## config.mk

```make
export PLATFORM = sky130hd
export DESIGN_NAME = mem_arbiter
export DESIGN_NICKNAME = d
export VERILOG_FILES = /design/src/rtl/npc_pkg.sv /design/src/rtl/mem_arb_pick.sv /design/src/rtl/mem_arbiter.sv
export SDC_FILE = /design/constraint.sdc
export NUM_CORES = 1
export LEC_CHECK = 0
export ABC_CLOCK_PERIOD_IN_PS = 2500
export BUFFER_PORTS_ARGS = -buffer_cell sky130_fd_sc_hd__buf_2
export CAP_MARGIN = 20
export CORE_AREA = 2 2 122 124
export DETAILED_ROUTE_END_ITERATION = 10
export DIE_AREA = 0 0 124 126
export PLACE_DENSITY_LB_ADDON = 0.12
export SETUP_SLACK_MARGIN = 0.2
export SLEW_MARGIN = 15
export SYNTH_ARGS = -nofsm -noshare
export SYNTH_HDL_FRONTEND = slang
export SYNTH_SLANG_ARGS = --single-unit
```

## constraint.sdc

```tcl
create_clock -name clk -period 2.5 [get_ports clk]
set_input_delay 0.125 -clock clk [delete_from_list [all_inputs] [get_ports clk]]
set_output_delay 0.125 -clock clk [all_outputs]
set_load 0.1 [all_outputs]
```

## src/rtl/npc_pkg.sv

```systemverilog
// rtl/npc_pkg.sv - shared state encodings and owner constants for the memory arbiter
package npc_pkg;

  typedef enum logic [1:0] {
    ARB_IDLE = 2'd0,
    ARB_REQ  = 2'd1,
    ARB_RSP  = 2'd2
  } arb_state_e;

  localparam logic OWNER_IFU = 1'b0;
  localparam logic OWNER_LSU = 1'b1;

endpackage

```

## src/rtl/mem_arb_pick.sv

```systemverilog
// rtl/mem_arb_pick.sv - IFU/LSU tie-break; MEM_ARB_RR_EN selects round-robin, else LSU priority
module mem_arb_pick
  import npc_pkg::*;
(
  input  logic ifu_valid,
  input  logic lsu_valid,
  input  logic last_owner,
  output logic grant_ifu,
  output logic grant_lsu
);

  logic lsu_wins_tie;

`ifdef MEM_ARB_RR_EN
  // The LSU takes a tie only when the IFU was the previous owner
  assign lsu_wins_tie = (last_owner == OWNER_IFU);
`else
  // Fixed priority ignores history entirely
  logic unused_last_owner;
  assign unused_last_owner = last_owner;
  assign lsu_wins_tie      = 1'b1;
`endif

  assign grant_lsu = lsu_valid & (~ifu_valid | lsu_wins_tie);
  assign grant_ifu = ifu_valid & ~grant_lsu;

endmodule

```

## src/rtl/mem_arbiter.sv

```systemverilog
// rtl/mem_arbiter.sv - single-outstanding IFU/LSU memory port arbiter; MEM_ARB_RR_EN enables round-robin ties
module mem_arbiter
  import npc_pkg::*;
#(
  parameter int ADDR_W = 32,
  parameter int DATA_W = 32
) (
  input  logic                clk,
  input  logic                rst_n,
  input  logic                ifu_req_valid,
  output logic                ifu_req_ready,
  input  logic [ADDR_W-1:0]   ifu_addr,
  output logic                ifu_rsp_valid,
  input  logic                ifu_rsp_ready,
  output logic [DATA_W-1:0]   ifu_rdata,
  input  logic                lsu_req_valid,
  output logic                lsu_req_ready,
  input  logic [ADDR_W-1:0]   lsu_addr,
  input  logic                lsu_wen,
  input  logic [DATA_W-1:0]   lsu_wdata,
  input  logic [DATA_W/8-1:0] lsu_wmask,
  output logic                lsu_rsp_valid,
  input  logic                lsu_rsp_ready,
  output logic [DATA_W-1:0]   lsu_rdata,
  output logic                mem_req_valid,
  input  logic                mem_req_ready,
  output logic [ADDR_W-1:0]   mem_addr,
  output logic                mem_wen,
  output logic [DATA_W-1:0]   mem_wdata,
  output logic [DATA_W/8-1:0] mem_wmask,
  input  logic                mem_rsp_valid,
  output logic                mem_rsp_ready,
  input  logic [DATA_W-1:0]   mem_rdata
);

  localparam int MASK_W = DATA_W / 8;

  arb_state_e          state;
  logic                owner;
  logic [ADDR_W-1:0]   addr_q;
  logic                wen_q;
  logic [DATA_W-1:0]   wdata_q;
  logic [MASK_W-1:0]   wmask_q;

  logic last_owner;
  logic grant_ifu;
  logic grant_lsu;
  logic in_idle;
  logic in_req;
  logic in_rsp;
  logic ifu_accept;
  logic lsu_accept;
  logic owner_rsp_ready;

  mem_arb_pick u_pick (
    .ifu_valid  (ifu_req_valid),
    .lsu_valid  (lsu_req_valid),
    .last_owner (last_owner),
    .grant_ifu  (grant_ifu),
    .grant_lsu  (grant_lsu)
  );

  assign in_idle = (state == ARB_IDLE);
  assign in_req  = (state == ARB_REQ);
  assign in_rsp  = (state == ARB_RSP);

  // Ready depends only on state and the requester valids, never on the memory side
  assign ifu_req_ready = in_idle & grant_ifu;
  assign lsu_req_ready = in_idle & grant_lsu;
  assign ifu_accept    = ifu_req_valid & ifu_req_ready;
  assign lsu_accept    = lsu_req_valid & lsu_req_ready;

  assign mem_req_valid = in_req;
  assign mem_addr      = addr_q;
  assign mem_wen       = wen_q;
  assign mem_wdata     = wdata_q;
  assign mem_wmask     = wmask_q;

  // Response is a straight pass-through to whoever owns the transaction
  assign owner_rsp_ready = (owner == OWNER_LSU) ? lsu_rsp_ready : ifu_rsp_ready;
  assign mem_rsp_ready   = in_rsp & owner_rsp_ready;
  assign ifu_rsp_valid   = in_rsp & (owner == OWNER_IFU) & mem_rsp_valid;
  assign lsu_rsp_valid   = in_rsp & (owner == OWNER_LSU) & mem_rsp_valid;
  assign ifu_rdata       = ifu_rsp_valid ? mem_rdata : '0;
  assign lsu_rdata       = lsu_rsp_valid ? mem_rdata : '0;

`ifdef MEM_ARB_RR_EN
  // Remember who was served last so the next tie goes the other way
  always_ff @(posedge clk or negedge rst_n) begin
    if (!rst_n) begin
      last_owner <= OWNER_LSU;
    end else if (lsu_accept) begin
      last_owner <= OWNER_LSU;
    end else if (ifu_accept) begin
      last_owner <= OWNER_IFU;
    end
  end
`else
  assign last_owner = OWNER_LSU;
`endif

  // Walk IDLE -> REQ -> RSP, capturing the winner's payload at acceptance
  always_ff @(posedge clk or negedge rst_n) begin
    if (!rst_n) begin
      state   <= ARB_IDLE;
      owner   <= OWNER_IFU;
      addr_q  <= '0;
      wen_q   <= 1'b0;
      wdata_q <= '0;
      wmask_q <= '0;
    end else begin
      case (state)
        ARB_IDLE: begin
          if (lsu_accept) begin
            owner   <= OWNER_LSU;
            addr_q  <= lsu_addr;
            wen_q   <= lsu_wen;
            wdata_q <= lsu_wdata;
            wmask_q <= lsu_wmask;
            state   <= ARB_REQ;
          end else if (ifu_accept) begin
            owner   <= OWNER_IFU;
            addr_q  <= ifu_addr;
            wen_q   <= 1'b0;
            wdata_q <= '0;
            wmask_q <= '0;
            state   <= ARB_REQ;
          end
        end
        ARB_REQ: begin
          if (mem_req_ready) begin
            state <= ARB_RSP;
          end
        end
        ARB_RSP: begin
          if (mem_rsp_valid && owner_rsp_ready) begin
            state <= ARB_IDLE;
          end
        end
        default: state <= ARB_IDLE;
      endcase
    end
  end

endmodule

```

==> impl_metrics.tcl <==
set metrics [dict create \
    status "finished clean" \
    syn_nets 432 \
    first_pass_iters 4 \
    ys_seq_area_share_pct 51.5 \
    slowest_stage "dfrtp_1" \
    top_level_ports 280 \
    gr-usage-all-layers_pct 16.0 \
    drcViolationCount 0 \
    postSynthCellCount 291 \
    fp.dieW_um 124 \
    hpwl_um 9410 \
    die_area_sq_um 15600 \
    cts_tree "yes" \
    grt_max_degree 73 \
    critical_path.cell_chain "nor2b_1 -> and3_1 -> buf_4 -> and2_1 -> buf_2" \
    tightest_slew_ns 0.929 \
    avgSynthCellArea_sq_um 12.0 \
    ys_seq_elements 72 \
    drt_wl_total_um 12800 \
    drv_slew 0 \
    port_buffers 279 \
    clock_skew_ns 0.00860 \
    hold_class "input pin to flop" \
    fin_cells 756 \
    r2r_start "state[0]" \
    clk_pin_slew_ns 0.06 \
    drive_above_1_share_pct 54.2 \
    clockBufferDepth 2 \
    timing.hold.ws_ns 0.0150 \
    fin_setup_tns_ns 0 \
    drtIter0Drc 176 \
    crit_family "buffers and inverters" \
    antenna_cells 0 \
    dp_cells 733 \
    layout_common_cells "242 x buf_2, 72 x dfrtp_1, 64 x and2_1" \
    gp_congestion 0.744 \
    hp-start "lsu_wdata[20]" \
    required_ns 2.38 \
    die_height_um 126 \
    crit_path_start_kind "flop" \
    antenna_found_initial 0 \
    syn_area_sq_um 3500 \
    yosysWarnings 0 \
    cp_slowest_stage_delay_ns 0.47 \
    start_util_pct 24.4 \
    final_nets 708 \
    design_area_sq_um 5960 \
    rsz0062_at_grt "false" \
    min_period_ns 2.16 \
    maxCapViolations 0 \
    path_buf_inv 2 \
    cts_max_level 3 \
    overflow 0 \
    worstSetupEndpointType "output pin" \
    hold_violations 0 \
    cts-buffers-inserted 9 \
    setup_violations 0 \
    path_class "flop to output pin" \
    slew-limit-headroom_pct 38.1 \
    cts.sinks 72 \
    grt_pass1_vias 3562 \
    clock_latency_ns 0.34 \
    core_area_sq_um 14300 \
    drtAntennaViolNets 0 \
    synthFlopType "dfrtp_1" \
    final_common_cell "buf_2" \
    place_area_sq_um 5550 \
    cp-startpoint "state[1]" \
    vias 3586 \
    post_cts_buffers 0 \
    fillers 1409 \
    synth-edff-count 0 \
    via_per_inst 4.74 \
    std_cell_rows 44 \
    cts_root_buf "clkbuf_16" \
    grt_pass1_wl_um 19100 \
    async_flop_share_pct 100 \
    path_max_fanout 33 \
    period_share_pct 86.3 \
    yosysUniqueCellTypes 28 \
    routedWlPerCell_um 17.0 \
    max_freq_mhz 464 \
    syn2layout_area_growth_pct 70.2 \
    cp.arrival_ns 2.03 \
]
==> flip-flops by register name, indices dropped and copies added, names as in the netlist <==
register and flops:
state 2, mem_wdata 32, owner 1, mem_wmask 4, mem_wen 1, mem_addr 32
==> what timing repair did <==
item | 4_1_cts | 5_1_grt
endpoints found under the hold margin | 78 | 0
hold buffers | 7 | 0
resized for setup | 0 | 2
endpoints found under the setup margin | 0 | 2
==> final timing paths <==
| check | endpoint | slack (ns) | cells after the start |
|---|---|---|---|
| max | lsu_rdata[28] | 0.34 | 5 |
| min | mem_wdata[20] | 0.01 | 2 |
| max reg2reg | mem_addr[17] | 0.75 | 4 |
| min reg2reg | mem_wdata[25] | 0.49 | 1 |
| max in group asynchronous | mem_wmask[1] | 1.43 | 2 |
| min in group asynchronous | mem_addr[29] | 0.48 | 2 |
==> synthesized netlist by cell type (2+ instances only) <==
| master | n | area, sq um |
|---|---|---|
| buf_2 | 16 | 80.1 |
| dfrtp_1 | 72 | 1800 |
| nor2b_1 | 3 | 18.8 |
| clkbuf_1 | 6 | 22.5 |
| a22o_1 | 37 | 324 |
| and2_1 | 64 | 400 |
| buf_6 | 4 | 45.0 |
| nor3b_2 | 2 | 25.0 |
| a221o_1 | 31 | 310 |
| nor2_1 | 4 | 15.0 |
| nand2_1 | 2 | 7.51 |
| a32o_1 | 31 | 310 |
| o21ai_0 | 2 | 10.0 |
| inv_1 | 2 | 7.51 |
| clkbuf_2 | 2 | 10.0 |
==> logic make-up after synthesis <==
| group | after synthesis | synth area share, % |
|---|---|---|
| AND/OR/NAND/NOR | 80 | 14.6 |
| multiplexers | 1 | 0.286 |
| buffers and inverters | 32 | 5.04 |
| flip-flops | 72 | 51.5 |
| AO/OA/AOI/OAI | 106 | 28.6 |
==> metrics by stage <==
step | setup slack (ns) | utilization, %
floorplan | 0.203 | -
global placement | 0.744 | 38.8
global route | 0.203 | 41.6
detailed placement | 0.669 | 38.8
finish | 0.343 | 41.6
CTS | 0.309 | 41.6
==> area by class of cell <==
cell class / instances / area [sq um] / share of cell area (%)
clock buffers: 9 / 225 / 3.78
clock inverters: 7 / 101 / 1.70
inverters: 3 / 11.3 / 0.189
multi-input cells: 187 / 1530 / 25.7
flip-flops and latches: 72 / 1800 / 30.3
well taps: 184 / 230 / 3.87
repair buffers: 294 / 2060 / 34.5
==> per-layer routing <==
metal  vias to the layer above  GRT usage [%]  part of all wire [%]
li1                       1686              -                     -
met1                      1720           18.0                    39
met2                       167           28.7                    51
met3                        13           4.26                   9.0
met4                         0           5.55                   1.5
met5                         -              0                     0
Power is not shown: default switching activity piles up to over one toggle a cycle in this logic, so the estimate is an artifact.
